File: src/rtl/mem_arbiter.sv
// Byte-serial scheduler sharing a single-port byte RAM between fetch and load/store.
// Optional macro FETCH_ABORT_EN: if_cancel blocks/aborts fetches.
module mem_arbiter #(
  parameter int unsigned ADDR_WIDTH     = 32,
  parameter int unsigned RAM_ADDR_WIDTH = 17
) (
  input  logic                      clk,
  input  logic                      rst,
  input  logic                      if_req,
  input  logic [ADDR_WIDTH-1:0]     if_addr,
  input  logic                      if_cancel,
  output logic                      if_done,
  output logic [31:0]               if_data,
  input  logic                      mem_req,
  input  logic                      mem_we,
  input  logic [1:0]                mem_len,
  input  logic [ADDR_WIDTH-1:0]     mem_addr,
  input  logic [31:0]               mem_wdata,
  output logic                      mem_done,
  output logic [31:0]               mem_rdata,
  output logic [RAM_ADDR_WIDTH-1:0] ram_a,
  output logic                      ram_wr,
  output logic [7:0]                ram_dout,
  input  logic [7:0]                ram_din
);

  localparam int unsigned DATA_W = 32;
  localparam int unsigned CNT_W  = 3;

  typedef enum logic [1:0] {IDLE, READ, WRITE, DONE} state_t;

  state_t                    state_q, state_d;
  logic [CNT_W-1:0]          cnt_q, cnt_d;
  logic [CNT_W-1:0]          len_q, len_d;
  logic [RAM_ADDR_WIDTH-1:0] base_q, base_d;
  logic [DATA_W-1:0]         wdata_q, wdata_d;
  logic                      sel_if_q, sel_if_d;
  logic [DATA_W-1:0]         asm_q, asm_d;
  logic [RAM_ADDR_WIDTH-1:0] ram_a_q, ram_a_d;
  logic                      ram_wr_q, ram_wr_d;
  logic [7:0]                ram_dout_q, ram_dout_d;
  logic                      if_done_q, if_done_d;
  logic                      mem_done_q, mem_done_d;
  logic [DATA_W-1:0]         if_data_q, if_data_d;
  logic [DATA_W-1:0]         mem_rdata_q, mem_rdata_d;

  logic [CNT_W-1:0] cnt_inc;
  logic [1:0]       cap_idx;
  logic             fetch_block;
  logic             fetch_abort;
  logic             unused_bits;

  assign cnt_inc = cnt_q + CNT_W'(1);
  assign cap_idx = 2'(cnt_q - CNT_W'(1));

`ifdef FETCH_ABORT_EN
  assign fetch_block = if_cancel;
  assign fetch_abort = if_cancel & sel_if_q;
  assign unused_bits = ^{if_addr[ADDR_WIDTH-1:RAM_ADDR_WIDTH],
                         mem_addr[ADDR_WIDTH-1:RAM_ADDR_WIDTH]};
`else
  assign fetch_block = 1'b0;
  assign fetch_abort = 1'b0;
  assign unused_bits = ^{if_addr[ADDR_WIDTH-1:RAM_ADDR_WIDTH],
                         mem_addr[ADDR_WIDTH-1:RAM_ADDR_WIDTH], if_cancel};
`endif

  // Transaction length in bytes; encoding 3 behaves as a word.
  function automatic logic [CNT_W-1:0] len_decode(input logic [1:0] len);
    case (len)
      2'd0:    return CNT_W'(1);
      2'd1:    return CNT_W'(2);
      default: return CNT_W'(4);
    endcase
  endfunction

  // State and output registers.
  always_ff @(posedge clk) begin
    if (rst) begin
      state_q     <= IDLE;
      cnt_q       <= '0;
      len_q       <= '0;
      base_q      <= '0;
      wdata_q     <= '0;
      sel_if_q    <= 1'b0;
      asm_q       <= '0;
      ram_a_q     <= '0;
      ram_wr_q    <= 1'b0;
      ram_dout_q  <= '0;
      if_done_q   <= 1'b0;
      mem_done_q  <= 1'b0;
      if_data_q   <= '0;
      mem_rdata_q <= '0;
    end else begin
      state_q     <= state_d;
      cnt_q       <= cnt_d;
      len_q       <= len_d;
      base_q      <= base_d;
      wdata_q     <= wdata_d;
      sel_if_q    <= sel_if_d;
      asm_q       <= asm_d;
      ram_a_q     <= ram_a_d;
      ram_wr_q    <= ram_wr_d;
      ram_dout_q  <= ram_dout_d;
      if_done_q   <= if_done_d;
      mem_done_q  <= mem_done_d;
      if_data_q   <= if_data_d;
      mem_rdata_q <= mem_rdata_d;
    end
  end

  // Next-state and next-output logic; RAM outputs are set one edge ahead of use.
  always_comb begin
    state_d     = state_q;
    cnt_d       = cnt_q;
    len_d       = len_q;
    base_d      = base_q;
    wdata_d     = wdata_q;
    sel_if_d    = sel_if_q;
    asm_d       = asm_q;
    ram_a_d     = ram_a_q;
    ram_wr_d    = 1'b0;
    ram_dout_d  = ram_dout_q;
    if_done_d   = 1'b0;
    mem_done_d  = 1'b0;
    if_data_d   = if_data_q;
    mem_rdata_d = mem_rdata_q;

    case (state_q)
      IDLE: begin
        if (mem_req) begin
          sel_if_d = 1'b0;
          base_d   = mem_addr[RAM_ADDR_WIDTH-1:0];
          ram_a_d  = mem_addr[RAM_ADDR_WIDTH-1:0];
          len_d    = len_decode(mem_len);
          wdata_d  = mem_wdata;
          cnt_d    = '0;
          asm_d    = '0;
          if (mem_we) begin
            ram_dout_d = mem_wdata[7:0];
            ram_wr_d   = 1'b1;
            state_d    = WRITE;
          end else begin
            state_d = READ;
          end
        end else if (if_req && !fetch_block) begin
          sel_if_d = 1'b1;
          base_d   = if_addr[RAM_ADDR_WIDTH-1:0];
          ram_a_d  = if_addr[RAM_ADDR_WIDTH-1:0];
          len_d    = CNT_W'(4);
          cnt_d    = '0;
          asm_d    = '0;
          state_d  = READ;
        end
      end

      READ: begin
        if (fetch_abort) begin
          cnt_d   = '0;
          state_d = IDLE;
        end else begin
          // Byte addressed last cycle is on ram_din now.
          if (cnt_q != '0) begin
            asm_d[{cap_idx, 3'b000} +: 8] = ram_din;
          end
          if (cnt_q == len_q) begin
            cnt_d   = '0;
            state_d = DONE;
            if (sel_if_q) begin
              if_data_d = asm_d;
              if_done_d = 1'b1;
            end else begin
              mem_rdata_d = asm_d;
              mem_done_d  = 1'b1;
            end
          end else begin
            cnt_d = cnt_inc;
            if (cnt_inc < len_q) begin
              ram_a_d = base_q + RAM_ADDR_WIDTH'(cnt_inc);
            end
          end
        end
      end

      WRITE: begin
        if (cnt_inc < len_q) begin
          cnt_d      = cnt_inc;
          ram_a_d    = base_q + RAM_ADDR_WIDTH'(cnt_inc);
          ram_dout_d = wdata_q[{cnt_inc[1:0], 3'b000} +: 8];
          ram_wr_d   = 1'b1;
        end else begin
          cnt_d      = '0;
          mem_done_d = 1'b1;
          state_d    = DONE;
        end
      end

      DONE: begin
        state_d = IDLE;
      end

      default: begin
        state_d = IDLE;
      end
    endcase
  end

  assign if_done   = if_done_q;
  assign if_data   = if_data_q;
  assign mem_done  = mem_done_q;
  assign mem_rdata = mem_rdata_q;
  assign ram_a     = ram_a_q;
  assign ram_wr    = ram_wr_q;
  assign ram_dout  = ram_dout_q;

endmodule
File: config.mk
export PLATFORM = sky130hd
export DESIGN_NAME = mem_arbiter
export DESIGN_NICKNAME = d
export VERILOG_FILES = /design/src/rtl/mem_arbiter.sv
export SDC_FILE = /design/constraint.sdc
export NUM_CORES = 1
export LEC_CHECK = 0
export BUFFER_PORTS_ARGS = -buffer_cell sky130_fd_sc_hd__buf_4
export CELL_PAD_IN_SITES_DETAIL_PLACEMENT = 2
export CELL_PAD_IN_SITES_GLOBAL_PLACEMENT = 2
export CORE_MARGIN = 3
export CORE_UTILIZATION = 30
export DETAILED_ROUTE_END_ITERATION = 8
export GPL_ROUTABILITY_DRIVEN = 0
export HOLD_SLACK_MARGIN = 0.03
export PLACE_DENSITY = 0.78
export SYNTH_ARGS = -nofsm -noshare
export SYNTH_HDL_FRONTEND = slang
export SYNTH_SLANG_ARGS = --single-unit
File: constraint.sdc
create_clock -name clk -period 3.5 [get_ports clk]
set_input_delay 0.35 -clock clk [delete_from_list [all_inputs] [get_ports clk]]
set_output_delay 0.35 -clock clk [all_outputs]
set_load 0.01 [all_outputs]
Word-level counts from Yosys, hierarchy flattened
Cells that the tools add are included.
{"block": "word_totals", "register_bits": 182, "inputBits": 112, "out_inout_bits": 92, "mem_bits_ro": 0, "latch_bits": 0, "n_memories": 0, "ramBits": 0}
{"block": "op_classes", "mul": 0, "reduce_logical": 17, "n_bitwise": 3, "div": 0, "magnitude_cmp": 1, "mux": 39, "n_shift": 3, "addsub": 4, "eq_ne": 12}
{"op": "two-way mux 32 bit", "n": 3}
{"op": "two-way mux 17 bit", "n": 4}
{"op": "case mux 32 bit (2 select lines)", "n": 1}
{"op": "case mux 17 bit (3 select lines)", "n": 1}
{"op": "bitwise mux 32 bit", "n": 1}
{"op": "variable shift 8 x 7 -> 32 bit (first input constant)", "n": 1}
{"op": "indexed part select 32 x 6 -> 8 bit", "n": 1}
{"op": "indexed part select 8 x 7 -> 32 bit", "n": 1}
{"op": "two-way mux 8 bit", "n": 3}
{"op": "two-way mux 3 bit", "n": 6}
{"op": "adder 17 x 3 -> 17 bit", "n": 1}
{"op": "case mux 8 bit (2 select lines)", "n": 1}
{"op": "inequality test 2 bit (second input constant)", "n": 6}
{"op": "AND reduction 3 bit", "n": 4}
{"op": "two-way mux 2 bit", "n": 5}
{"op": "two-way mux 1 bit", "n": 9}
{"op": "case mux 3 bit (3 select lines)", "n": 1}
{"op": "case mux 2 bit (4 select lines)", "n": 1}
{"op": "AND reduction 2 bit", "n": 4}
{"op": "negation 5 -> 7 bit", "n": 1}
{"op": "case mux 3 bit (2 select lines)", "n": 1}
{"op": "nonzero test 2 bit", "n": 3}
{"op": "nonzero test 3 bit", "n": 2}
{"op": "== test 2 x 1 -> 1 bit (second input constant)", "n": 2}
{"op": "11 further kinds", "n": 16}

Longest topological paths before layout
Gate-level depths: netlist of the first run.
{"block": "logic_depth", "word_depth": 6, "ltp_mapped": 11}

Worst setup path before layout of the first run
Ideal clock, no wire load.
{"block": "synth_timing", "kind": "register -> register", "from": "register cnt_q[0]", "to": "register ram_a_q[8] (netlist: ram_a[8])", "path_stages_with_launch": 12, "required_time_ps": 3430, "setup_slack_ps": 543, "t_arrival_ps": 2887, "setup_ps": 70, "cell_sequence": "dfxtp_1 -> buf_2 -> inv_1 -> ha_1 -> buf_4 -> inv_1 -> fa_1 -> nor2b_1 -> o2111ai_1 -> xor2_1 -> a211o_1 -> a21oi_1"}
{"block": "synth_between", "elab_chain_cells": 5}
{"item": "start: declaration", "line_no": "33", "source": "logic [CNT_W-1:0] cnt_q, cnt_d;"}
{"item": "start signal: assignment", "line_no": "96", "source": "cnt_q <= cnt_d;"}
{"item": "adder 3 x 1 -> 3 bit", "line_no": "53", "source": "assign cnt_inc = cnt_q + CNT_W'(1);"}
{"item": "adder 17 x 3 -> 17 bit or less-than comparator 3 bit (tied branches)"}
{"item": "two-way mux 17 bit", "line_no": "178, 186"}
{"item": "two-way mux 17 bit", "line_no": "166", "source": "if (cnt_q == len_q) begin"}
{"item": "case mux 17 bit (3 select lines)", "line_no": "129", "source": "case (state_q)"}
{"item": "end signal: assignment", "line_no": "102", "source": "ram_a_q <= ram_a_d;"}
{"item": "end: declaration", "line_no": "39", "source": "logic [RAM_ADDR_WIDTH-1:0] ram_a_q, ram_a_d;"}
Parallel ways exist; a longest one is shown, timed or not. The select of a mux whose other input is x is not followed.
A chain may end at the register's enable or synchronous reset.

Worst setup path in the final report of the first run
{"block": "layout_timing", "from": "register cnt_q[0]", "to": "register ram_a_q[4] (netlist: ram_a[4])"}
Same word-level chain as after synthesis.

==> results of run 1 <==
## placed cells by master, fill, tap and decap left out, types with 3 or more instances in the layout
cell type and count:
sky130_fd_sc_hd__dfxtp_1 182, sky130_fd_sc_hd__and3_1 4, sky130_fd_sc_hd__buf_4 185, sky130_fd_sc_hd__a211oi_2 9, sky130_fd_sc_hd__nor2b_1 3, sky130_fd_sc_hd__o2111ai_1 3
sky130_fd_sc_hd__and4_1 4, sky130_fd_sc_hd__nand2b_1 7, sky130_fd_sc_hd__a22o_1 8, sky130_fd_sc_hd__a211oi_1 68, sky130_fd_sc_hd__xor2_1 9, sky130_fd_sc_hd__a21oi_1 63
sky130_fd_sc_hd__nor2_1 149, sky130_fd_sc_hd__nand3b_1 7, sky130_fd_sc_hd__nor3_1 22, sky130_fd_sc_hd__nand3_1 39, sky130_fd_sc_hd__nand2_1 107, sky130_fd_sc_hd__o21ai_0 8
sky130_fd_sc_hd__mux2i_1 30, sky130_fd_sc_hd__clkbuf_16 17, sky130_fd_sc_hd__a211o_1 4, sky130_fd_sc_hd__and2_1 4, sky130_fd_sc_hd__inv_1 10, sky130_fd_sc_hd__mux4_2 8
sky130_fd_sc_hd__o21a_1 26, sky130_fd_sc_hd__o211ai_1 6, sky130_fd_sc_hd__inv_6 5, sky130_fd_sc_hd__xnor2_1 4, sky130_fd_sc_hd__clkinv_8 4, sky130_fd_sc_hd__ha_1 16
sky130_fd_sc_hd__a22oi_1 26
## worst min-delay path by stage
stage                  startpoint  cells past startpoint  slack [ps]     endpoint
floorplan              wdata_q[0]                      2         430   wdata_q[0]
global placement       wdata_q[0]                      2         440   wdata_q[0]
CTS                 mem_wdata[19]                      3         140  wdata_q[19]
finish              mem_wdata[10]                      3         150  wdata_q[10]
detailed placement     wdata_q[9]                      2         450   wdata_q[9]
global route         mem_wdata[9]                      3         140   wdata_q[9]
## flip-flops by register name, summed over array words and instances (netlist names)
register,count
ram_a,17
sel_if_q,1
asm_q,32
wdata_q,32
if_done,1
base_q,17
len_q,3
state_q,2
ram_wr,1
mem_done,1
if_data,32
ram_dout,8
mem_rdata,32
cnt_q,3
## metal layers
| metal | GRT usage, % | part of all wire [%] |
|---|---|---|
| met1 | 23.3 | 45 |
| met2 | 32.2 | 50 |
| met3 | 3.70 | 3.6 |
| met4 | 3.95 | 0.82 |
| met5 | 0 | 0 |
## cells by family after synthesis
kind of cell | count (synthesis) | synth area share (%)
flops | 182 | 45.3
fa+ha+maj | 17 | 2.74
buf+inv | 81 | 4.60
mux | 39 | 6.11
simple gates | 358 | 19.6
xor+xnor | 13 | 1.42
compound gates | 231 | 20.2
## worst max-delay path, delay by kind of cell (launching register included)
kind	cells	cell delay (ps)
simple gates	1	390
compound gates	3	600
xor+xnor	1	170
flops	1	550
buf+inv	2	370
fa+ha+maj	2	990
## final cells by class
class / instances / area share (%)
Multi-Input combinational cell: 658 / 39.6
Inverter: 11 / 0.405
Clock inverter: 15 / 1.79
Tap cell: 335 / 4.11
Sequential cell: 182 / 35.8
Timing Repair Buffer: 188 / 14.1
Clock buffer: 17 / 4.17
## report_power, final
group / internal [mW] / leakage, nW / switching [mW]
Sequential: 2.50 / 1.49 / 0.283
Clock: 1.03 / 0.294 / 0.963
Combinational: 1.14 / 2.18 / 1.76
Total: 4.66 / 3.96 / 3.01
## per-stage QoR
step / utilization [%] / hold WS, ps
finish: 38.9 / 153
global route: 38.9 / 139
CTS: 38.9 / 138
detailed placement: 36.6 / 449
global placement: 36.6 / 439
floorplan: - / 433
==> tab_implementation.tex, run 1 <==
\begin{tabular}{lr}
\hline
Metric & Value \\
\hline
\multicolumn{2}{l}{\textbf{Synth}} \\
\quad Distinct cell type count of the synthesized netlist & 54 \\
\quad Number of enable flip-flop cells after synthesis & 0 \\
\quad Summed instance area of the synthesized netlist & 0.00804 mm² \\
\quad Cells taking the most area after synthesis & sky130\_fd\_sc\_hd\_\_dfxtp\_1 45\%, sky130\_fd\_sc\_hd\_\_nor2\_1 7.0\%, sky130\_fd\_sc\_hd\_\_a211oi\_1 6.3\% \\
\quad Share of flip-flops with an asynchronous set or reset & 0\% \\
\quad Part of the Yosys area used for sequential elements & 45.3\% \\
\quad Synth Register Bits & roughly 180 \\
\quad Post-synthesis instance total & 921 \\
\quad Cell accounting for the most synthesized area & sky130\_fd\_sc\_hd\_\_dfxtp\_1 \\
\quad Most frequent cell after synthesis & sky130\_fd\_sc\_hd\_\_dfxtp\_1 \\
\quad Average size of a mapped cell & 8.73 µm² \\
\quad Net count after synthesis & between 1,000 and 1,500 \\
\quad Commonest cells in the synthesized netlist & 182 x sky130\_fd\_sc\_hd\_\_dfxtp\_1, 149 x sky130\_fd\_sc\_hd\_\_nor2\_1, 108 x sky130\_fd\_sc\_hd\_\_nand2\_1 \\
\quad Area share of the largest cell type after synthesis & between 40\% and 50\% \\
\quad Main synth FF type & sky130\_fd\_sc\_hd\_\_dfxtp\_1 \\
\quad Synthesis warning total & 0 \\
\multicolumn{2}{l}{\textbf{Power}} \\
\quad Total leakage power & roughly 4 nW \\
\quad Worst ir drop on vdd & 0.319 mV \\
\quad Total power draw & about 7.7 mW \\
\quad Cell area power density & roughly 750 mW/mm² \\
\multicolumn{2}{l}{\textbf{Clock network}} \\
\quad Latest clock arrival within the worst-skew pair & between 400 and 500 ps \\
\quad Setup fix buffers added after clock tree synthesis & 0 \\
\quad Clock tree root buffer cell & sky130\_fd\_sc\_hd\_\_clkbuf\_16 \\
\quad CTS resizes & 0 \\
\quad Longest Clk Path Bufs & 2 \\
\quad Clock tree from TritonCTS & built \\
\quad Number of buffers inserted by hold repair at cts & 0 \\
\quad Clock Sinks & between 150 and 200 \\
\quad CTS H-tree lvls & 4 \\
\quad Clock slew at the register clock pins of the worst setup and hold paths & $\sim$80 ps \\
\quad Clock buffer count from CTS & 17 \\
\multicolumn{2}{l}{\textbf{STA}} \\
\quad Post-route clock skew & around 17 ps \\
\quad Final-report setup violation count & 0 \\
\quad Final setup slack of the worst path & 352 ps \\
\quad Clock period minus final worst setup slack & approximately 3100 ps \\
\quad Fraction of the cycle the final worst path needs & approximately 90\% \\
\quad Final-report hold violation count & 0 \\
\quad RSZ-0062 raised after global routing & false \\
\quad Tightest Pin Transition & between 900 and 1000 ps \\
\quad Worst-case headroom to the max-slew limit & between 30\% and 40\% \\
\quad Pins Over Slew Limit & 0 \\
\quad Final TNS setup & 0 ps \\
\quad Highest attainable clock frequency & about 0.32 GHz \\
\multicolumn{2}{l}{\textbf{Critical path}} \\
\quad Crit. Startpoint & cnt\_q[0] \\
\quad Most common cell on crit path & sky130\_fd\_sc\_hd\_\_inv\_1 \\
\quad Sequence of cells on the critical path & inv\_1, ha\_1, inv\_1, fa\_1, nor2b\_1, o21ai\_0, xor2\_1, a211o\_1, a21oi\_1 \\
\quad Source of the worst register-to-register timing path & cnt\_q[0] \\
\quad Endpoint of the worst register-to-register path & ram\_a[4] \\
\quad Flop2flop setup slack & around 350 ps \\
\quad Worst Setup EP & ram\_a[4] \\
\quad CP peak stage delay & 550 ps \\
\quad CP arrival & around 3500 ps \\
\quad Slowest cell on crit path & sky130\_fd\_sc\_hd\_\_dfxtp\_1 \\
\quad Crit-path max FO & 10 \\
\quad Setup crit start kind & register \\
\quad R2R depth & 9 \\
\quad Kind of end point of the critical path & register \\
\quad Required time of the critical path & approximately 3900 ps \\
\quad Critical path type & register to register \\
\multicolumn{2}{l}{\textbf{Global route}} \\
\quad Remaining global-route overflow & 0 \\
\quad Global-route usage over all layers & approximately 18\% \\
\quad Vias in the first global route & slightly below 8,000 \\
\quad Initial antenna violation count & 0 \\
\quad First-pass GRT wire length & 42,400 µm \\
\quad Pin count of the biggest net entering global routing & roughly 130 \\
\multicolumn{2}{l}{\textbf{Run}} \\
\quad Reported max-cap violation count & 0 \\
\multicolumn{2}{l}{\textbf{Min path}} \\
\quad Type of the tightest min-delay check & input port to register \\
\multicolumn{2}{l}{\textbf{Drt}} \\
\quad Total via count in the routed design & $\sim$7,300 \\
\quad First-pass iteration count of the detailed router & 4 \\
\quad Residual antenna-violating net count after detailed routing & 0 \\
\quad Initial drt markers & between 300 and 400 \\
\quad Post-route DRC & 0 \\
\quad Via/cell ratio & 5.20 \\
\quad Aggregate routed wire length & 26,300 µm \\
\quad Wire per inst & approximately 19 µm \\
\multicolumn{2}{l}{\textbf{Final layout}} \\
\quad Ratio of cells with drive above 1 in the final layout & between 20\% and 30\% \\
\quad Area added between synthesis and finish & 26.7\% \\
\quad Post-route non-filler standard cell count & 1,406 \\
\quad Final net count & roughly 1,200 \\
\quad Fillers & slightly below 3,000 \\
\quad Combined area of the multi-input logic cells & between 0.004 and 0.005 mm² \\
\quad Area of all placed cells without fillers & about 0.01 mm² \\
\quad FF/Latch Area & roughly 0.0036 mm² \\
\quad Diode count & 0 \\
\multicolumn{2}{l}{\textbf{Floorplan}} \\
\quad Num ports & between 200 and 250 \\
\quad Initial standard-cell utilization of the core & 30.7\% \\
\quad Die X & around 170 µm \\
\quad Height of the die & 170 µm \\
\quad Area of the placeable core & roughly 0.026 mm² \\
\quad Placement row count & between 50 and 60 \\
\quad Total Die Area & 0.0288 mm² \\
\multicolumn{2}{l}{\textbf{Place}} \\
\quad Instance area after placement & approximately 0.0096 mm² \\
\quad Quantity of I/O buffers inserted on ports & $\sim$170 \\
\quad Post-Place Cells & 1,374 \\
\quad Total half-perimeter wirelength after legalization and detailed placement & between 15,000 and 20,000 µm \\
\quad Setup WS pre-CTS & between 300 and 400 ps \\
\multicolumn{2}{l}{\textbf{Run status}} \\
\quad Outcome & complete, no violations \\
\hline
\end{tabular}
Note: power is estimated with default switching activity, not from simulation.
==> run 2, diff against run 1 <==
==> constraint.sdc (replaced) <==
create_clock -name clk -period 3.26 [get_ports clk]
set_input_delay 0.326 -clock clk [delete_from_list [all_inputs] [get_ports clk]]
set_output_delay 0.326 -clock clk [all_outputs]
set_load 0.01 [all_outputs]
==> run 2 against run 1 <==
Against the previous run:
- design area up 0.36%
- sequential share of layout area down 0.13 points
- clock power up 8%
- die area unchanged
- global-route usage up 0.066 points
==> tab_implementation.tex, run 2 (synthesis gave the netlist of run 1 again) <==
\begin{tabular}{lr}
\hline
Metric & Value \\
\hline
\multicolumn{2}{l}{\textbf{Global route}} \\
\quad Pin count of the biggest net entering global routing & 78 (-38\%) \\
\quad First-pass GRT wire length & 42,400 µm (about the same) \\
\quad Initial antenna violation count & 0 (unchanged) \\
\quad Remaining global-route overflow & 0 (unchanged) \\
\quad Global-route usage over all layers & 18.4\% (+0.066 points) \\
\quad Vias in the first global route & 7,757 (-0.97\%) \\
\multicolumn{2}{l}{\textbf{Place}} \\
\quad Post-Place Cells & 1,376 (+0.15\%) \\
\quad Total half-perimeter wirelength after legalization and detailed placement & 18,400 µm (-0.36\%) \\
\quad Quantity of I/O buffers inserted on ports & 172 (unchanged) \\
\multicolumn{2}{l}{\textbf{Floorplan}} \\
\quad Area of the placeable core & 0.0262 mm² (unchanged) \\
\quad Total Die Area & 0.0288 mm² (unchanged) \\
\quad Placement row count & 59 (unchanged) \\
\quad Initial standard-cell utilization of the core & 30.7\% (unchanged) \\
\quad Height of the die & 170 µm (unchanged) \\
\quad Die X & 170 µm (unchanged) \\
\quad Num ports & 204 (unchanged) \\
\multicolumn{2}{l}{\textbf{Critical path}} \\
\quad CP peak stage delay & 470 ps (-80 ps) \\
\quad Setup crit start kind & register \\
\quad Most common cell on crit path & sky130\_fd\_sc\_hd\_\_inv\_1 \\
\quad Required time of the critical path & 3620 ps (-230 ps) \\
\quad Flop2flop setup slack & 260 ps (-90 ps) \\
\quad Crit-path max FO & 8 (-2) \\
\quad Critical path type & register to register \\
\quad Cell class contributing the biggest share of worst-path delay & adder cells \\
\quad CP arrival & 3360 ps (-140 ps) \\
\quad Sequence of cells on the critical path & buf\_4, inv\_1, ha\_1, inv\_1, fa\_1, nor2b\_1, o2111ai\_1, xor2\_1, a211o\_1, a21oi\_1 \\
\quad Slowest cell on crit path & sky130\_fd\_sc\_hd\_\_ha\_1 \\
\quad Buffers and inverters on the worst path & 3 (+1) \\
\quad Kind of end point of the critical path & register \\
\multicolumn{2}{l}{\textbf{Final layout}} \\
\quad Diode count & 0 (unchanged) \\
\quad Final net count & 1,189 (+0.17\%) \\
\quad Area added between synthesis and finish & 27.1\% \\
\quad Utilization after layout & 39.0\% (+0.14 points) \\
\quad Post-route non-filler standard cell count & 1,408 (+0.14\%) \\
\quad Most common cell after layout, fill and taps aside & sky130\_fd\_sc\_hd\_\_buf\_4 \\
\quad Commonest non-fill, non-tap cells in the layout & 186 x sky130\_fd\_sc\_hd\_\_buf\_4, 182 x sky130\_fd\_sc\_hd\_\_dfxtp\_1, 149 x sky130\_fd\_sc\_hd\_\_nor2\_1, 107 x sky130\_fd\_sc\_hd\_\_nand2\_1, 68 x sky130\_fd\_sc\_hd\_\_a211oi\_1 \\
\quad Ratio of cells with drive above 1 in the final layout & 23.3\% (+0.050 points) \\
\multicolumn{2}{l}{\textbf{STA}} \\
\quad Post-route clock skew & 17.6 ps (+0.504 ps) \\
\quad Clock period minus final worst setup slack & 3000 ps (-153 ps) \\
\quad Hold slack final & 127 ps (-25.4 ps) \\
\quad Tightest Pin Transition & 778 ps (-195 ps) \\
\quad Pins Over Slew Limit & 0 (unchanged) \\
\quad Final-report setup violation count & 0 (unchanged) \\
\quad Final-report hold violation count & 0 (unchanged) \\
\quad Final TNS setup & 0 ps (unchanged) \\
\quad RSZ-0062 raised after global routing & false \\
\quad Worst-case headroom to the max-slew limit & 46.8\% (+12 points) \\
\quad Highest attainable clock frequency & 0.334 GHz (+5.1\%) \\
\quad Fraction of the cycle the final worst path needs & 91.9\% (+1.9 points) \\
\multicolumn{2}{l}{\textbf{Clock network}} \\
\quad Longest Clk Path Bufs & 2 (unchanged) \\
\quad CTS resizes & 0 (unchanged) \\
\quad Clock Sinks & 182 (unchanged) \\
\quad Clock tree root buffer cell & sky130\_fd\_sc\_hd\_\_clkbuf\_16 \\
\quad Clock tree from TritonCTS & built \\
\quad Setup fix buffers added after clock tree synthesis & 0 (unchanged) \\
\quad CTS H-tree lvls & 4 (unchanged) \\
\quad Latest clock arrival within the worst-skew pair & 440 ps (about the same) \\
\quad Clock buffer count from CTS & 17 (unchanged) \\
\quad Number of buffers inserted by hold repair at cts & 0 (unchanged) \\
\quad Clock slew at the register clock pins of the worst setup and hold paths & 80 ps (about the same) \\
\multicolumn{2}{l}{\textbf{Drt}} \\
\quad Post-route DRC & 0 (unchanged) \\
\quad Initial drt markers & 346 (+6.5\%) \\
\quad Wire per inst & 18.7 µm (about the same) \\
\quad Via/cell ratio & 5.15 (-1.0\%) \\
\quad Total via count in the routed design & 7,252 (-0.87\%) \\
\quad Aggregate routed wire length & 26,300 µm (+0.15\%) \\
\quad First-pass iteration count of the detailed router & 4 (unchanged) \\
\quad Residual antenna-violating net count after detailed routing & 0 (unchanged) \\
\multicolumn{2}{l}{\textbf{Min path}} \\
\quad Type of the tightest min-delay check & input port to register \\
\multicolumn{2}{l}{\textbf{Run status}} \\
\quad Outcome & complete, no violations \\
\multicolumn{2}{l}{\textbf{Run}} \\
\quad Reported max-cap violation count & 0 (unchanged) \\
\multicolumn{2}{l}{\textbf{Power}} \\
\quad Worst ir drop on vdd & 0.421 mV (+32\%) \\
\quad Total leakage power & 3.98 nW (+0.39\%) \\
\quad Total power draw & 8.27 mW (+7.9\%) \\
\quad Cell area power density & 809 mW/mm² (+7.5\%) \\
\hline
\end{tabular}
==> run 2: cell count changes in the layout (fill, tap and decap cells not counted) <==
cell	previous run	this run
sky130_fd_sc_hd__inv_8	2	3
sky130_fd_sc_hd__clkinv_4	1	2
sky130_fd_sc_hd__buf_4	185	186
sky130_fd_sc_hd__buf_12	2	3
sky130_fd_sc_hd__clkinv_8	4	5
sky130_fd_sc_hd__inv_6	5	2
sky130_fd_sc_hd__clkinv_2	1	0
sky130_fd_sc_hd__clkbuf_1	0	1
==> run 2: through the flow <==
step           setup WS [ps]  cell area [µm²]
2_1_floorplan            303             8040
3_3_place_gp             364             9610
3_5_place_dp             294             9610
4_1_cts                  245            10200
5_1_grt                 32.8            10200
6_report                 265            10200
==> run 2: final timing paths <==
| kind | start | end | cells past startpoint |
|---|---|---|---|
| worst max register to register | cnt_q[0] | ram_a[8] | 10 |
| worst min register to register | wdata_q[19] | wdata_q[19] | 2 |
| worst min-delay path | mem_wdata[10] | wdata_q[10] | 3 |
| worst max-delay path | cnt_q[0] | ram_a[8] | 10 |
==> run 2: where the power goes <==
part | total (mW) | internal [mW] | switching [mW]
registers | 2.98 | 2.68 | 0.303
clock network | 2.14 | 1.11 | 1.03
logic | 3.15 | 1.23 | 1.92
total | 8.27 | 5.02 | 3.25
==> run 2: cell type report <==
| class | count | area, µm² |
|---|---|---|
| timing repair buffer | 190 | 1470 |
| sequential | 182 | 3640 |
| clock inverter | 14 | 188 |
| inverter | 11 | 41.3 |
| fill | 2885 | 16000 |
| multi-input combinational | 658 | 4040 |
| clock buffer | 18 | 429 |
| tap | 335 | 419 |
==> run 2: layer usage <==
metal	vias to the layer above	track usage, %	wire (µm)
met5	-	0	0
met4	0	4.13	235
met3	16	3.77	1020
met2	113	31.4	13000
met1	3595	24.0	12100
li1	3528	-	-
==> run 2: worst reg2reg max path, delay by kind of cell (launching register included) <==
kind            cells  cell delay, ps
compound gates      3             600
xor+xnor            1             170
simple gates        1             430
fa+ha+maj           2             930
buf+inv             3             430
flops               1             370
